[src/rtl/shift_ctrl_pkg.sv]
// shift_ctrl shared types: FSM state encoding and parameter limits.
// Imported by the controller, its counter and the verification bench.
package shift_ctrl_pkg;

    typedef enum logic [1:0] {
        ST_IDLE  = 2'd0,
        ST_SHIFT = 2'd1,
        ST_GAP   = 2'd2
    } state_t;

    localparam int WIDTH_MIN = 2;
    localparam int WIDTH_MAX = 32;
    localparam int GAP_MIN   = 0;
    localparam int GAP_MAX   = 15;
    localparam int GAP_CW    = 4;

endpackage

[src/rtl/shift_ctrl_if.sv]
// shift_ctrl bus: word handshake in, serial bit handshake out, status.
// slave = controller view, master = producer/consumer view.
interface shift_ctrl_if #(
    parameter int WIDTH = 4
);
    logic             in_valid;
    logic             in_ready;
    logic [WIDTH-1:0] in_data;
    logic             sout;
    logic             sout_valid;
    logic             sout_ready;
    logic             busy;
    logic             frame_done;

    modport slave (
        input  in_valid,
        input  in_data,
        input  sout_ready,
        output in_ready,
        output sout,
        output sout_valid,
        output busy,
        output frame_done
    );

    modport master (
        output in_valid,
        output in_data,
        output sout_ready,
        input  in_ready,
        input  sout,
        input  sout_valid,
        input  busy,
        input  frame_done
    );
endinterface

[src/rtl/shift_ctrl_cnt.sv]
// Loadable up/down counter, load has priority over count enable.
// Ports: clk, rst_n (async clear), load/load_val, en, up, cnt.
module shift_ctrl_cnt #(
    parameter int W = 4
) (
    input  logic         clk,
    input  logic         rst_n,
    input  logic         load,
    input  logic [W-1:0] load_val,
    input  logic         en,
    input  logic         up,
    output logic [W-1:0] cnt
);

    always_ff @(posedge clk or negedge rst_n) begin
        if (!rst_n) begin
            cnt <= '0;
        end else if (load) begin
            cnt <= load_val;
        end else if (en) begin
            cnt <= up ? cnt + W'(1) : cnt - W'(1);
        end
    end

endmodule

[src/rtl/shift_ctrl.sv]
// Parallel-to-serial sequencer: word in, LSB-first bits out, idle gap.
// Ports: clk, rst (async, active-low), bus (shift_ctrl_if.slave).
module shift_ctrl
    import shift_ctrl_pkg::*;
#(
    parameter int WIDTH = 4,
    parameter int GAP   = 1
) (
    input  logic        clk,
    input  logic        rst,
    shift_ctrl_if.slave bus
);

    localparam int BW = $clog2(WIDTH);

    generate
        if (WIDTH < WIDTH_MIN || WIDTH > WIDTH_MAX) begin : g_bad_width
            $error("shift_ctrl: WIDTH out of range");
        end
        if (GAP < GAP_MIN || GAP > GAP_MAX) begin : g_bad_gap
            $error("shift_ctrl: GAP out of range");
        end
    endgenerate

    state_t state;
    state_t state_nx;

    logic [WIDTH-1:0]  word;
    logic [BW-1:0]     bitcnt;
    logic [GAP_CW-1:0] gapcnt;

    logic accept;
    logic consume;
    logic last;
    logic fire_last;
    logic frame_done_q;

    logic in_ready_c;
    logic busy_c;
    logic sout_valid_c;
    logic sout_c;

    assign accept    = (state == ST_IDLE) && bus.in_valid;
    assign consume   = (state == ST_SHIFT) && bus.sout_ready;
    assign last      = (bitcnt == BW'(WIDTH - 1));
    assign fire_last = consume && last;

    always_ff @(posedge clk or negedge rst) begin
        if (!rst) begin
            state <= ST_IDLE;
        end else begin
            state <= state_nx;
        end
    end

    always_comb begin
        state_nx = state;
        unique case (state)
            ST_IDLE: begin
                if (accept) begin
                    state_nx = ST_SHIFT;
                end
            end
            ST_SHIFT: begin
                if (fire_last) begin
                    state_nx = (GAP == 0) ? ST_IDLE : ST_GAP;
                end
            end
            ST_GAP: begin
                if (gapcnt == GAP_CW'(1)) begin
                    state_nx = ST_IDLE;
                end
            end
            default: state_nx = ST_IDLE;
        endcase
    end

    always_comb begin
        in_ready_c   = 1'b0;
        busy_c       = 1'b0;
        sout_valid_c = 1'b0;
        sout_c       = 1'b0;
        unique case (state)
            ST_IDLE: begin
                in_ready_c = 1'b1;
            end
            ST_SHIFT: begin
                busy_c       = 1'b1;
                sout_valid_c = 1'b1;
                sout_c       = word[bitcnt];
            end
            ST_GAP: begin
                busy_c = 1'b1;
            end
            default: begin
                in_ready_c = 1'b0;
            end
        endcase
    end

    always_ff @(posedge clk or negedge rst) begin
        if (!rst) begin
            word <= '0;
        end else if (accept) begin
            word <= bus.in_data;
        end
    end

    // Pulse lands in the cycle after the last bit is taken.
    always_ff @(posedge clk or negedge rst) begin
        if (!rst) begin
            frame_done_q <= 1'b0;
        end else begin
            frame_done_q <= fire_last;
        end
    end

    // Reload to zero after the last bit so the count never wraps.
    shift_ctrl_cnt #(
        .W(BW)
    ) u_bitcnt (
        .clk      (clk),
        .rst_n    (rst),
        .load     (accept || fire_last),
        .load_val ('0),
        .en       (consume),
        .up       (1'b1),
        .cnt      (bitcnt)
    );

    shift_ctrl_cnt #(
        .W(GAP_CW)
    ) u_gapcnt (
        .clk      (clk),
        .rst_n    (rst),
        .load     (fire_last),
        .load_val (GAP_CW'(GAP)),
        .en       (state == ST_GAP),
        .up       (1'b0),
        .cnt      (gapcnt)
    );

    assign bus.in_ready   = in_ready_c;
    assign bus.busy       = busy_c;
    assign bus.sout_valid = sout_valid_c;
    assign bus.sout       = sout_c;
    assign bus.frame_done = frame_done_q;

endmodule

[src/flat_wrapper.sv]
// flat-port wrapper written by rule: the top's interface ports become plain ports
module shift_ctrl_flat import shift_ctrl_pkg::*;
#(
    parameter int WIDTH = 4,
    parameter int GAP   = 1
)
  (clk, rst, bus_in_valid, bus_in_data, bus_sout_ready, bus_in_ready, bus_sout, bus_sout_valid, bus_busy, bus_frame_done);
  shift_ctrl_if #(.WIDTH(WIDTH)) bus_i ();
  input  logic clk;
  input  logic rst;
  input wire logic [$bits(bus_i.in_valid)-1:0] bus_in_valid;
  input wire logic [$bits(bus_i.in_data)-1:0] bus_in_data;
  input wire logic [$bits(bus_i.sout_ready)-1:0] bus_sout_ready;
  output wire logic [$bits(bus_i.in_ready)-1:0] bus_in_ready;
  output wire logic [$bits(bus_i.sout)-1:0] bus_sout;
  output wire logic [$bits(bus_i.sout_valid)-1:0] bus_sout_valid;
  output wire logic [$bits(bus_i.busy)-1:0] bus_busy;
  output wire logic [$bits(bus_i.frame_done)-1:0] bus_frame_done;
  assign bus_i.in_valid = bus_in_valid;
  assign bus_i.in_data = bus_in_data;
  assign bus_i.sout_ready = bus_sout_ready;
  assign bus_in_ready = bus_i.in_ready;
  assign bus_sout = bus_i.sout;
  assign bus_sout_valid = bus_i.sout_valid;
  assign bus_busy = bus_i.busy;
  assign bus_frame_done = bus_i.frame_done;
  shift_ctrl #(.WIDTH(WIDTH), .GAP(GAP)) u_core (.clk(clk), .rst(rst), .bus(bus_i));
endmodule
[config.mk]
export PLATFORM = sky130hd
export DESIGN_NAME = shift_ctrl_flat
export DESIGN_NICKNAME = d
export VERILOG_FILES = /design/src/rtl/shift_ctrl_pkg.sv /design/src/rtl/shift_ctrl_if.sv /design/src/rtl/shift_ctrl_cnt.sv /design/src/rtl/shift_ctrl.sv /design/src/flat_wrapper.sv
export SDC_FILE = /design/constraint.sdc
export NUM_CORES = 1
export LEC_CHECK = 0
export BUFFER_PORTS_ARGS = -buffer_cell sky130_fd_sc_hd__buf_2
export CAP_MARGIN = 15
export CORE_MARGIN = 2
export CORE_UTILIZATION = 40
export CTS_CLUSTER_DIAMETER = 120
export DETAILED_ROUTE_END_ITERATION = 10
export PLACE_DENSITY = 0.69
export SYNTH_ARGS = -nofsm -noshare
export SYNTH_HDL_FRONTEND = slang
export SYNTH_SLANG_ARGS = --single-unit
[constraint.sdc]
create_clock -name clk -period 3.3 [get_ports clk]
set_input_delay 0.165 -clock clk [delete_from_list [all_inputs] [get_ports clk]]
set_output_delay 0.165 -clock clk [all_outputs]
set_load 0.05 [all_outputs]
# Yosys cells after proc, flatten, opt, wreduce, memory -nomap -nowiden
# Index checks and enable logic that the tools add are counted.
[totals]
ff_bits = 13
inputBits = 8
output_inout_bits = 5
elab_cells = 38
[classes]
add_sub_neg = 2
n_lt_le_gt_ge = 1
eq_ne = 7
muxes = 14
n_reduce_logical = 9
[op_table]
columns = ["operator", "count"]
rows = [
  ["$mux 2", 5],
  ["$mux 4", 2],
  ["$ne 2x1->1 const B", 3],
  ["$pmux 2 s3", 1],
  ["$mux 1", 5],
  ["$eq 2x2->1 const B", 2],
  ["$eq 4x1->1 const B", 1],
  ["$reduce_bool 2->1", 2],
  ["$sub 4x1->4 const B", 1],
  ["$logic_and 1x1->1", 3],
  ["$lt 2x3->1 const B", 1],
  ["$reduce_and 3->1", 1],
  ["$add 2x1->2 const B", 1],
  ["$bmux 1 s2", 1],
  ["$eq 2x1->1 const B", 1],
  ["$logic_not 2->1", 1],
  ["$reduce_or 2->1", 1],
  ["$logic_or 1x1->1", 1],
]

# Logic depth before layout (Yosys ltp)
[logic_depth]
depth_word = 5
ltp_mapped = 5
mapped_depth_nobuf = 5

# Modules after synthesis
# From an unflattened synthesis, not the netlist that was laid out.
[hier_totals]
hier_cells = 75
area_unflattened_um2 = 864.6
[modules_own_cells]
columns = ["mod", "n_inst", "cells_each", "area_each_um2"]
rows = [
  ["shift_ctrl", 1, 32, 442.9],
  ["shift_ctrl_cnt (u_core.u_gapcnt)", 1, 32, 311.5],
  ["shift_ctrl_cnt (u_core.u_bitcnt)", 1, 11, 110.1],
]

# Worst setup path after synthesis
# No wires, ideal clock.
[synth_timing]
kind = "register to register"
from = "register u_core.state[0]"
to = "register u_core.state[0]"
setup_time_ps = 125
arrival_time_ps = 1693
required_time_ps = 3175
path_slack_ps = 1482
path_stages_with_launch = 5
path_buffers = 0
synth_period_minus_slack_ps = 1818
path_cell_list = "dfrtp_1 inv_1 ha_1 a222oi_1 mux2_2"
[synth_between]
elab_chain_len = 5
word_cells_on_any_way = 11
cone_classes = "5 x eq/ne; 1 x mux; 5 x reduce/logical"
[synth_lines]
columns = ["element", "line_no", "text"]
rows = [
  ["from (decl)", "shift_ctrl.sv:25", "state_t state;"],
  ["from (signal assigned)", "shift_ctrl.sv:52", "state <= state_nx;"],
  ["$eq 2x1->1", "shift_ctrl.sv:44, shift_ctrl.sv:58", ""],
  ["$logic_and 1x1->1", "shift_ctrl.sv:44", "assign consume = (state == ST_SHIFT) && bus.sout_ready;"],
  ["$logic_and 1x1->1", "shift_ctrl.sv:46", "assign fire_last = consume && last;"],
  ["$ne 2x1->1 (no source line)", "--", ""],
  ["$reduce_and 3->1 (no source line)", "--", ""],
]
# Parallel ways exist; a longest one is shown, timed or not.
# A chain may end at the register's enable or synchronous reset.

# Worst setup path in the final report
[layout_timing]
from = "register u_core.u_gapcnt.cnt[1]"
to = "register u_core.state[1]"
[layout_between]
elab_chain_len = 3
[layout_lines]
columns = ["element", "line_no", "text"]
rows = [
  ["from (decl)", "shift_ctrl_cnt.sv:12", "output logic [W-1:0] cnt"],
  ["from (signal assigned)", "shift_ctrl_cnt.sv:19", "cnt <= load_val;"],
  ["from (signal assigned)", "shift_ctrl_cnt.sv:21", "cnt <= up ? cnt + W'(1) : cnt - W'(1);"],
  ["$eq 4x1->1", "shift_ctrl.sv:70", "if (gapcnt == GAP_CW'(1)) begin"],
  ["$ne 2x1->1 (no source line)", "--", ""],
  ["$reduce_and 3->1 (no source line)", "--", ""],
]
# No other way between the ends.

==> flow_metrics.tcl <==
set metrics [dict create \
    post-place-ws_ns 1.44 \
    max_freq_mhz 539 \
    numCtsBuffers 3 \
    numClockSinks 13 \
    setup_tns_ns 0 \
    vias 464 \
    maxSlewViolCount 0 \
    antenna_found_initial 0 \
    path_max_fanout 3 \
    status "complete, no violations" \
    cts_tree "done" \
    peakVddDrop_mv 0.785 \
    end_kind "flip-flop" \
    synth.distinct_cells 21 \
    leakagePower_nw 0.398 \
    grt_pass1_vias 484 \
    cts.htree.levels 1 \
    ys_seq_area_share_pct 47.6 \
    antenna_left 0 \
    rsz0062_at_grt "false" \
    critPathBufInv 1 \
    final.setup_skew_ns 0.00271 \
    drt-initial-drc-count 8 \
    synthToLayoutAreaGrowth_pct 16.5 \
    gp_congestion 0.721 \
    wl_per_cell_um 13.2 \
    placed_cells 84 \
    drtPass1Iterations 4 \
    synth_area_um2 683 \
    clk_path_buf_depth 2 \
    worst_slew_pin_slew_ns 0.382 \
    grt_pass1_wl_mm 2.10 \
    crit_path_start "u_core.u_gapcnt.cnt[1]$_DFFE_PN0P_" \
    die_w_um 45.3 \
    grt_max_degree 14 \
    final_hold_viol_count 0 \
    path_delay_family "flip-flops" \
    min_path_type "input port to flip-flop" \
    critPathArrivalTime_ns 2.03 \
    die_area_um2 2050 \
    path_cells "inv_1 -> ha_1 -> or3b_1 -> a222oi_1 -> mux2_2" \
    clock_latency_ns 0.28 \
    nets 90 \
    final_cell_count_no_fill 89 \
    core_area_um2 1560 \
    post_cts_resized 0 \
    viasPerCell 5.21 \
    power_mw 0.807 \
    drive_above_1_share_pct 30.1 \
    portBuffers 12 \
    n_antenna_cell 0 \
    cap_violations 0 \
    fin_crit_ns 1.86 \
    synthesis.instances 57 \
    dp_hpwl_um 903 \
    worstSetupPathType "flip-flop to flip-flop" \
    power_density_nw_per_um2 1010 \
    critPathSlowestCell "dfrtp_1" \
    fillers 142 \
    setup_slack_ns 1.44 \
    wl_mm 1.18 \
    drc 0 \
    fin_crit_sh_pct 56.3 \
    required_ns 3.47 \
    io_pins 13 \
    start_util_pct 43.8 \
    synth-seq-cells 13 \
    clkTransAtPathRegs_ns 0.08 \
    max_stage_delay_ns 0.40 \
    die_h_um 45.3 \
    finalSetupViolCount 0 \
    startpoint_type "flip-flop" \
    rows 14 \
    r2r-start "u_core.u_gapcnt.cnt[1]$_DFFE_PN0P_" \
    syn_area_per_cell_um2 12.0 \
    syn-num-nets 73 \
    yosys_warnings 0 \
    grt_overflow 0 \
    clockRootBuffer "clkbuf_4" \
    maxSlewHeadroom_pct 74.2 \
    worstHoldStart "bus_in_valid" \
    grtUsageTotal_pct 15.6 \
]
## final cells by class
type                    count  area, µm²  share of cell area (%)
inverters                   5       18.8                    2.36
well taps                  16       20.0                    2.52
repair buffers             13       70.1                    8.81
clock buffers               4       26.3                    3.30
flip-flops and latches     13        325                    40.9
multi-input cells          38        335                    42.1
## flip-flops by register name, indices dropped and copies added (netlist names)
register,flops
u_core.u_gapcnt.cnt,4
u_core.word,4
u_core.state,2
u_core.u_bitcnt.cnt,2
u_core.bus.frame_done,1
## metal layers
metal | up-vias | share of wire, % | track usage [%]
met3 | 5 | 4.9 | 3.60
met4 | 0 | 3.5 | 12.4
met5 | - | 0 | 0
met1 | 218 | 48 | 20.0
li1 | 226 | - | -
met2 | 15 | 43 | 22.3
## cell families (layout without fill, tap and decap cells)
group                    after synthesis  after routing  synth area share, %
AND/OR/NAND/NOR                       15             15                 11.5
multiplexers                           8              8                 14.7
adder cells (fa/ha/maj)                8              8                 14.7
flip-flops                            13             13                 47.6
XOR/XNOR                               3              3                 3.85
AO/OA/AOI/OAI                          4              4                 4.40
buffers and inverters                  6             22                 3.30
## placed cells by master, fill, tap and decap left out, types with 2 or more instances in the layout
cell / count
buf_2: 12
clkbuf_4: 3
dfrtp_1: 13
ha_1: 8
inv_1: 5
mux2_2: 6
nand2_1: 5
nor2_1: 4
xnor2_1: 2
## worst register-to-register path, cell delays in order, from the launching register on
cell and delay, ns:
dfrtp_1 0.40, inv_1 0.09, ha_1 0.13, or3b_1 0.33, a222oi_1 0.40, mux2_2 0.39
## metrics by stage
step | hold WS (ns) | cell area (µm²) | util, %
floorplan | -0.131 | 683 | -
global placement | 0.0683 | 759 | 48.7
detailed placement | 0.0635 | 759 | 48.7
CTS | 0.0757 | 796 | 51.0
global route | 0.0810 | 796 | 51.0
finish | 0.0794 | 796 | 51.0
## cell usage after synthesis
cell type  count  area (µm²)
and2_1         1        6.26
ha_1           8         100
clkbuf_1       1        3.75
mux2i_1        1        10.0
a21boi_0       1        7.51
mux4_2         1        22.5
nand2b_1       1        6.26
xor2_1         1        8.76
a21oi_1        1        5.00
a222oi_1       1        10.0
nand4b_1       1        8.76
and3_1         1        6.26
mux2_2         6        67.6
nor4b_1        1        8.76
or3b_1         1        8.76
nor2_1         4        15.0
xnor2_1        2        17.5
nand2_1        5        18.8
inv_1          5        18.8
a211oi_1       1        7.51
dfrtp_1       13         325
## worst paths after layout
kind	to	depth (start not counted)	slack [ns]
min in group asynchronous	u_core.u_gapcnt.cnt[1]$_DFFE_PN0P_	2	0.28
hold reg to reg	u_core.word[1]$_DFFE_PN0P_	1	0.53
setup / recovery	u_core.state[1]$_DFFE_PN0P_	5	1.44
setup reg to reg	u_core.state[1]$_DFFE_PN0P_	5	1.44
max in group asynchronous	u_core.word[3]$_DFFE_PN0P_	2	2.79
hold / removal	u_core.u_bitcnt.cnt[0]$_DFFE_PN0P_	2	0.08
## repair_timing
action / in CTS / in global routing
buffers inserted: 0 / 0
hold endpoints to repair: 13 / 0
hold buffers: 1 / 0
## report_power, final
| group | leakage, nW | switching, mW | internal (mW) |
|---|---|---|---|
| sequential | 0.157 | 0.0593 | 0.232 |
| combinational | 0.226 | 0.247 | 0.166 |
| clock | 0.0150 | 0.0550 | 0.0470 |
Power figures use the tool's default switching activity.
